## config.mk

```make
export PLATFORM = sky130hd
export DESIGN_NAME = imm_gen_pipe
export DESIGN_NICKNAME = d
export VERILOG_FILES = /design/src/rtl/imm_gen_pipe.sv
export SDC_FILE = /design/constraint.sdc
export NUM_CORES = 1
export LEC_CHECK = 0
export ABC_AREA = 1
export ABC_CLOCK_PERIOD_IN_PS = 8400
export CAP_MARGIN = 20
export CORE_ASPECT_RATIO = 1.25
export CORE_MARGIN = 2
export CORE_UTILIZATION = 48
export DETAILED_ROUTE_END_ITERATION = 10
export PLACE_DENSITY = 0.77
export SKIP_CTS_REPAIR_TIMING = 1
export SYNTH_ARGS = -nofsm -noshare
export SYNTH_HDL_FRONTEND = slang
export SYNTH_SLANG_ARGS = --single-unit
```

## constraint.sdc

```tcl
create_clock -name clk -period 8.4 [get_ports clk]
set_clock_uncertainty 0.2 [all_clocks]
set_input_delay 1.26 -clock clk [delete_from_list [all_inputs] [get_ports clk]]
set_output_delay 1.26 -clock clk [all_outputs]
set_load 0.02 [all_outputs]
```

## src/rtl/imm_gen_pipe.sv

```systemverilog
// imm_gen_pipe: registered RISC-V immediate-extraction stage.
// The input word is decoded combinationally into an XLEN-wide immediate.
// The result is then held in a two-entry buffer (output register plus skid
// entry), so that in_ready can come straight from a flop and still sustain
// one beat per cycle.
//
// Handshake: a beat transfers on a rising edge where valid && ready are both
// high. A producer holds valid and its payload until the transfer happens.
// in_ready depends only on registered state. out_valid/out_* never depend
// combinationally on out_ready, and out_* stay stable while out_valid && !out_ready.
module imm_gen_pipe #(
   parameter int XLEN  = 32,
   parameter int TAG_W = 32
) (
   input  logic             clk,
   input  logic             rst,
   input  logic             flush,
   input  logic             in_valid,
   output logic             in_ready,
   input  logic [31:0]      in_inst,
   input  logic [2:0]       in_extop,
   input  logic [TAG_W-1:0] in_tag,
   output logic             out_valid,
   input  logic             out_ready,
   output logic [XLEN-1:0]  out_imm,
   output logic             out_err,
   output logic [TAG_W-1:0] out_tag
);

   localparam logic [2:0] EXT_I  = 3'b000;
   localparam logic [2:0] EXT_U  = 3'b001;
   localparam logic [2:0] EXT_S  = 3'b010;
   localparam logic [2:0] EXT_B  = 3'b011;
   localparam logic [2:0] EXT_J  = 3'b100;
   localparam logic [2:0] EXT_Z  = 3'b101;
   localparam logic [2:0] EXT_SH = 3'b110;

   // Registered state: output register and skid entry
   logic             r_out_valid;
   logic [XLEN-1:0]  r_out_imm;
   logic             r_out_err;
   logic [TAG_W-1:0] r_out_tag;
   logic             r_skid_valid;
   logic [XLEN-1:0]  r_skid_imm;
   logic             r_skid_err;
   logic [TAG_W-1:0] r_skid_tag;
   logic             r_in_ready;

   // Decode results and next-state values
   logic [63:0]      w_imm64;
   logic [XLEN-1:0]  w_imm;
   logic             w_err;
   logic             w_in_fire;
   logic             w_out_fire;
   logic             w_unused_bits;

   logic             w_out_valid_nxt;
   logic [XLEN-1:0]  w_out_imm_nxt;
   logic             w_out_err_nxt;
   logic [TAG_W-1:0] w_out_tag_nxt;
   logic             w_skid_valid_nxt;
   logic [XLEN-1:0]  w_skid_imm_nxt;
   logic             w_skid_err_nxt;
   logic [TAG_W-1:0] w_skid_tag_nxt;

   // Build every immediate at 64 bits and truncate to XLEN, so the RV32 and
   // RV64 builds share one set of sign-extension expressions.
   always_comb begin
      w_imm64 = '0;
      w_err   = 1'b0;
      case (in_extop)
         EXT_I:  w_imm64 = {{52{in_inst[31]}}, in_inst[31:20]};
         EXT_U:  w_imm64 = {{32{in_inst[31]}}, in_inst[31:12], 12'h000};
         EXT_S:  w_imm64 = {{52{in_inst[31]}}, in_inst[31:25], in_inst[11:7]};
         EXT_B:  w_imm64 = {{51{in_inst[31]}}, in_inst[31], in_inst[7],
                            in_inst[30:25], in_inst[11:8], 1'b0};
         EXT_J:  w_imm64 = {{43{in_inst[31]}}, in_inst[31], in_inst[19:12],
                            in_inst[20], in_inst[30:21], 1'b0};
         EXT_Z:  w_imm64 = {59'd0, in_inst[19:15]};
         EXT_SH: begin
            if (XLEN == 64) w_imm64 = {58'd0, in_inst[25:20]};
            else            w_imm64 = {59'd0, in_inst[24:20]};
         end
         default: begin
            w_imm64 = '0;
            w_err   = 1'b1;
         end
      endcase
   end

   assign w_imm      = w_imm64[XLEN-1:0];
   // Opcode bits are deliberately ignored here. Upper decode bits are unused in RV32.
   assign w_unused_bits = ^{in_inst[6:0], w_imm64};

   assign w_in_fire  = in_valid && r_in_ready;
   assign w_out_fire = r_out_valid && out_ready;

   // Next state of the two-entry buffer. Flush overrides all handshakes.
   always_comb begin
      w_out_valid_nxt  = r_out_valid;
      w_out_imm_nxt    = r_out_imm;
      w_out_err_nxt    = r_out_err;
      w_out_tag_nxt    = r_out_tag;
      w_skid_valid_nxt = r_skid_valid;
      w_skid_imm_nxt   = r_skid_imm;
      w_skid_err_nxt   = r_skid_err;
      w_skid_tag_nxt   = r_skid_tag;
      if (!r_out_valid || w_out_fire) begin
         if (r_skid_valid) begin
            // Skid is older than any incoming beat, so it goes out first.
            w_out_valid_nxt = 1'b1;
            w_out_imm_nxt   = r_skid_imm;
            w_out_err_nxt   = r_skid_err;
            w_out_tag_nxt   = r_skid_tag;
            if (w_in_fire) begin
               w_skid_imm_nxt = w_imm;
               w_skid_err_nxt = w_err;
               w_skid_tag_nxt = in_tag;
            end else begin
               w_skid_valid_nxt = 1'b0;
            end
         end else if (w_in_fire) begin
            w_out_valid_nxt = 1'b1;
            w_out_imm_nxt   = w_imm;
            w_out_err_nxt   = w_err;
            w_out_tag_nxt   = in_tag;
         end else begin
            w_out_valid_nxt = 1'b0;
         end
      end else if (w_in_fire) begin
         w_skid_valid_nxt = 1'b1;
         w_skid_imm_nxt   = w_imm;
         w_skid_err_nxt   = w_err;
         w_skid_tag_nxt   = in_tag;
      end
      if (flush) begin
         w_out_valid_nxt  = 1'b0;
         w_skid_valid_nxt = 1'b0;
      end
   end

   // State register. Reset clears everything immediately, without waiting for a clock edge.
   always_ff @(posedge clk or posedge rst) begin
      if (rst) begin
         r_out_valid  <= 1'b0;
         r_out_imm    <= '0;
         r_out_err    <= 1'b0;
         r_out_tag    <= '0;
         r_skid_valid <= 1'b0;
         r_skid_imm   <= '0;
         r_skid_err   <= 1'b0;
         r_skid_tag   <= '0;
         r_in_ready   <= 1'b1;
      end else begin
         r_out_valid  <= w_out_valid_nxt;
         r_out_imm    <= w_out_imm_nxt;
         r_out_err    <= w_out_err_nxt;
         r_out_tag    <= w_out_tag_nxt;
         r_skid_valid <= w_skid_valid_nxt;
         r_skid_imm   <= w_skid_imm_nxt;
         r_skid_err   <= w_skid_err_nxt;
         r_skid_tag   <= w_skid_tag_nxt;
         r_in_ready   <= !w_skid_valid_nxt;
      end
   end

   assign in_ready  = r_in_ready;
   assign out_valid = r_out_valid;
   assign out_imm   = r_out_imm;
   assign out_err   = r_out_err;
   assign out_tag   = r_out_tag;

endmodule

```

==> impl_metrics.ini <==
[logic_synthesis]
synth.area.top_cells = dfrtp_1, nand2_1, nor2_1
ys_ff_latch = 133
synth_cells = 752
synth_top_cell_by_area = dfrtp_1
yosys_warnings = 0
synth_seq_area_share_pct = 56.2
postSynthAreaPerCell_um2 = 7.87
syn-num-nets = 824
yosys.area.top_type_share_pct = 55.8
synth.distinct_cells = 17
synth_area_um2 = 5920

[floorplanning]
core-area_um2 = 12100
dieArea_um2 = 13200
die_h_um = 128
num_rows = 45
dieWidth_um = 103
initial_utilization_pct = 48.9
ios = 139

[sta]
max_slew_margin_pct = 28.8
rsz0062_at_grt = no
fin_crit_sh_pct = 39.0
setup_tns_ns = 0
setup_viol = 0
clock.fmax_ghz = 0.305
fin_crit_ns = 3.27
hold_viol = 0
slew_violations = 0
worst_pin_slew_ns = 1.07

[grt]
grt_pass1_wl_mm = 24.9
grt_pass1_vias = 5261
overflow = 0
grt_max_degree = 79
antenna_found_initial = 0
grt_usage_pct = 24.0

[power]
clkPwrFrac_pct = 36.3
ir_worst_vdd_mv = 0.131
comb_power_share_pct = 21.4
switching_share_pct = 29.5
switching_power_uw = 580
cellLeakagePower_uw = 0.00385
p_int_uw = 1390
p_per_area_nw_per_um2 = 250
power_frac_seq_pct = 42.4

[routing]
post_drt_wl_per_cell_um = 14.6
dr.first_iter.drc_count = 375
first_pass_iters = 5
via_count = 5419
route.detailed.drc = 0
ant_nets = 0
vias_per_cell = 5.23
drt_wl_total_mm = 15.2

[place]
dp_hpwl_mm = 9.40
gp_congestion = 0.867
port_buffers = 131

[clock_network]
cts-root-buf = clkbuf_16
htree_num_levels = 4
cts.sinks = 133
cts_buffers = 17
clk_latency_ns = 0.41
clockBufferDepth = 2
cts_tree = done
path_clk_slew_ns = 0.06

[setup_path]
worst_setup_path_end_kind = register
crit_fanout = 78
cp.arrival_ns = 3.40
worstSetupPathType = input pin to register
cp-start-kind = input pin
worstPathRequired_ns = 8.53

[layout]
num_antenna_cells = 0
layout_common_cells = nand2_1, clkdlybuf4s50_1, dfrtp_1, nor2_1, a21oi_1
layout-drive-gt1-share_pct = 5.04
final_common_cell = nand2_1
finish.utilization_pct = 65.0
nets = 934
fill_cells = 1008
syn_to_final_growth_pct = 32.9

[run]
max_cap_violations = 0

[min_path]
hold_class = register to register

[run_status]
status = finished, final reports clean
## cell type report
class,instances,area [um2],area share [%]
clock inverters,12,135,1.72
inverters,17,68.8,0.875
clock buffers,18,429,5.46
repair buffers,138,1380,17.5
flip-flops and latches,133,3330,42.3
well taps,164,205,2.61
multi-input cells,555,2320,29.5
## through the flow
stage	hold slack, ns	setup slack (ns)	power [uW]	instance area (um2)	instances
after floorplan	0.242	3.39	1070	5920	752
after global placement	0.253	4.76	1250	7270	1005
after detailed placement	0.258	4.73	1260	7270	1005
after CTS	0.272	5.17	1980	7840	1035
after global routing	0.286	4.94	2070	7870	1037
final	0.271	5.13	1970	7870	1037
## cells by family after synthesis
family                 Yosys count  share of synthesized area [%]
flip-flops                     133                           56.2
AND/OR/NAND/NOR                466                           30.7
buffers and inverters           64                           4.56
AO/OA/AOI/OAI                   89                           8.52
## layer usage
layer | wire length, um | global-route usage [%] | vias up
met5 | 0 | 0 | -
met4 | 335 | 9.52 | 0
met3 | 845 | 6.00 | 28
met2 | 7620 | 39.0 | 185
met1 | 6380 | 30.5 | 2581
li1 | - | - | 2625
## power groups by stage
stage	clock network, uW	logic, uW	registers, uW
finish	713	420	833
global placement	0	409	839
global route	760	466	848
CTS	724	422	836
detailed placement	0	419	845
floorplan	0	176	895
## synth_stat cells
cell,count
a21oi_1,43
clkbuf_1,20
nand3_1,32
dfstp_2,1
buf_1,3
inv_1,13
nand2_1,349
inv_2,4
nand4_1,11
nor2_1,74
o211ai_1,1
a31oi_1,34
a21boi_0,1
o21ai_0,9
buf_2,24
a21oi_4,1
dfrtp_1,132
## registers in the layout, summed over array words and instances (netlist names), 32 cells and up
| name | count |
|---|---|
| out_imm | 32 |
| out_tag | 32 |
| r_skid_imm | 32 |
| r_skid_tag | 32 |
## final timing paths
| check | startpoint | end | slack, ns | cells after the start |
|---|---|---|---|---|
| max | out_ready | out_imm[30] | 5.13 | 9 |
| min | r_skid_tag[18] | r_skid_tag[18] | 0.27 | 2 |
| max reg2reg | r_skid_valid | r_skid_tag[13] | 5.43 | 7 |
| min reg2reg | r_skid_tag[18] | r_skid_tag[18] | 0.27 | 2 |
| max in group asynchronous | rst | out_imm[24] | 5.57 | 3 |
| min in group asynchronous | rst | out_tag[3] | 1.09 | 2 |
## critical path, stage by stage
cell and delay, ns:
clkdlybuf4s50_1 0.45, inv_1 0.04, nand2_1 0.18, nand2_1 0.09, buf_4 0.30, inv_2 0.14, buf_4 0.59, nor2_1 0.10
a21oi_1 0.17
Power figures use the tool's default switching activity.
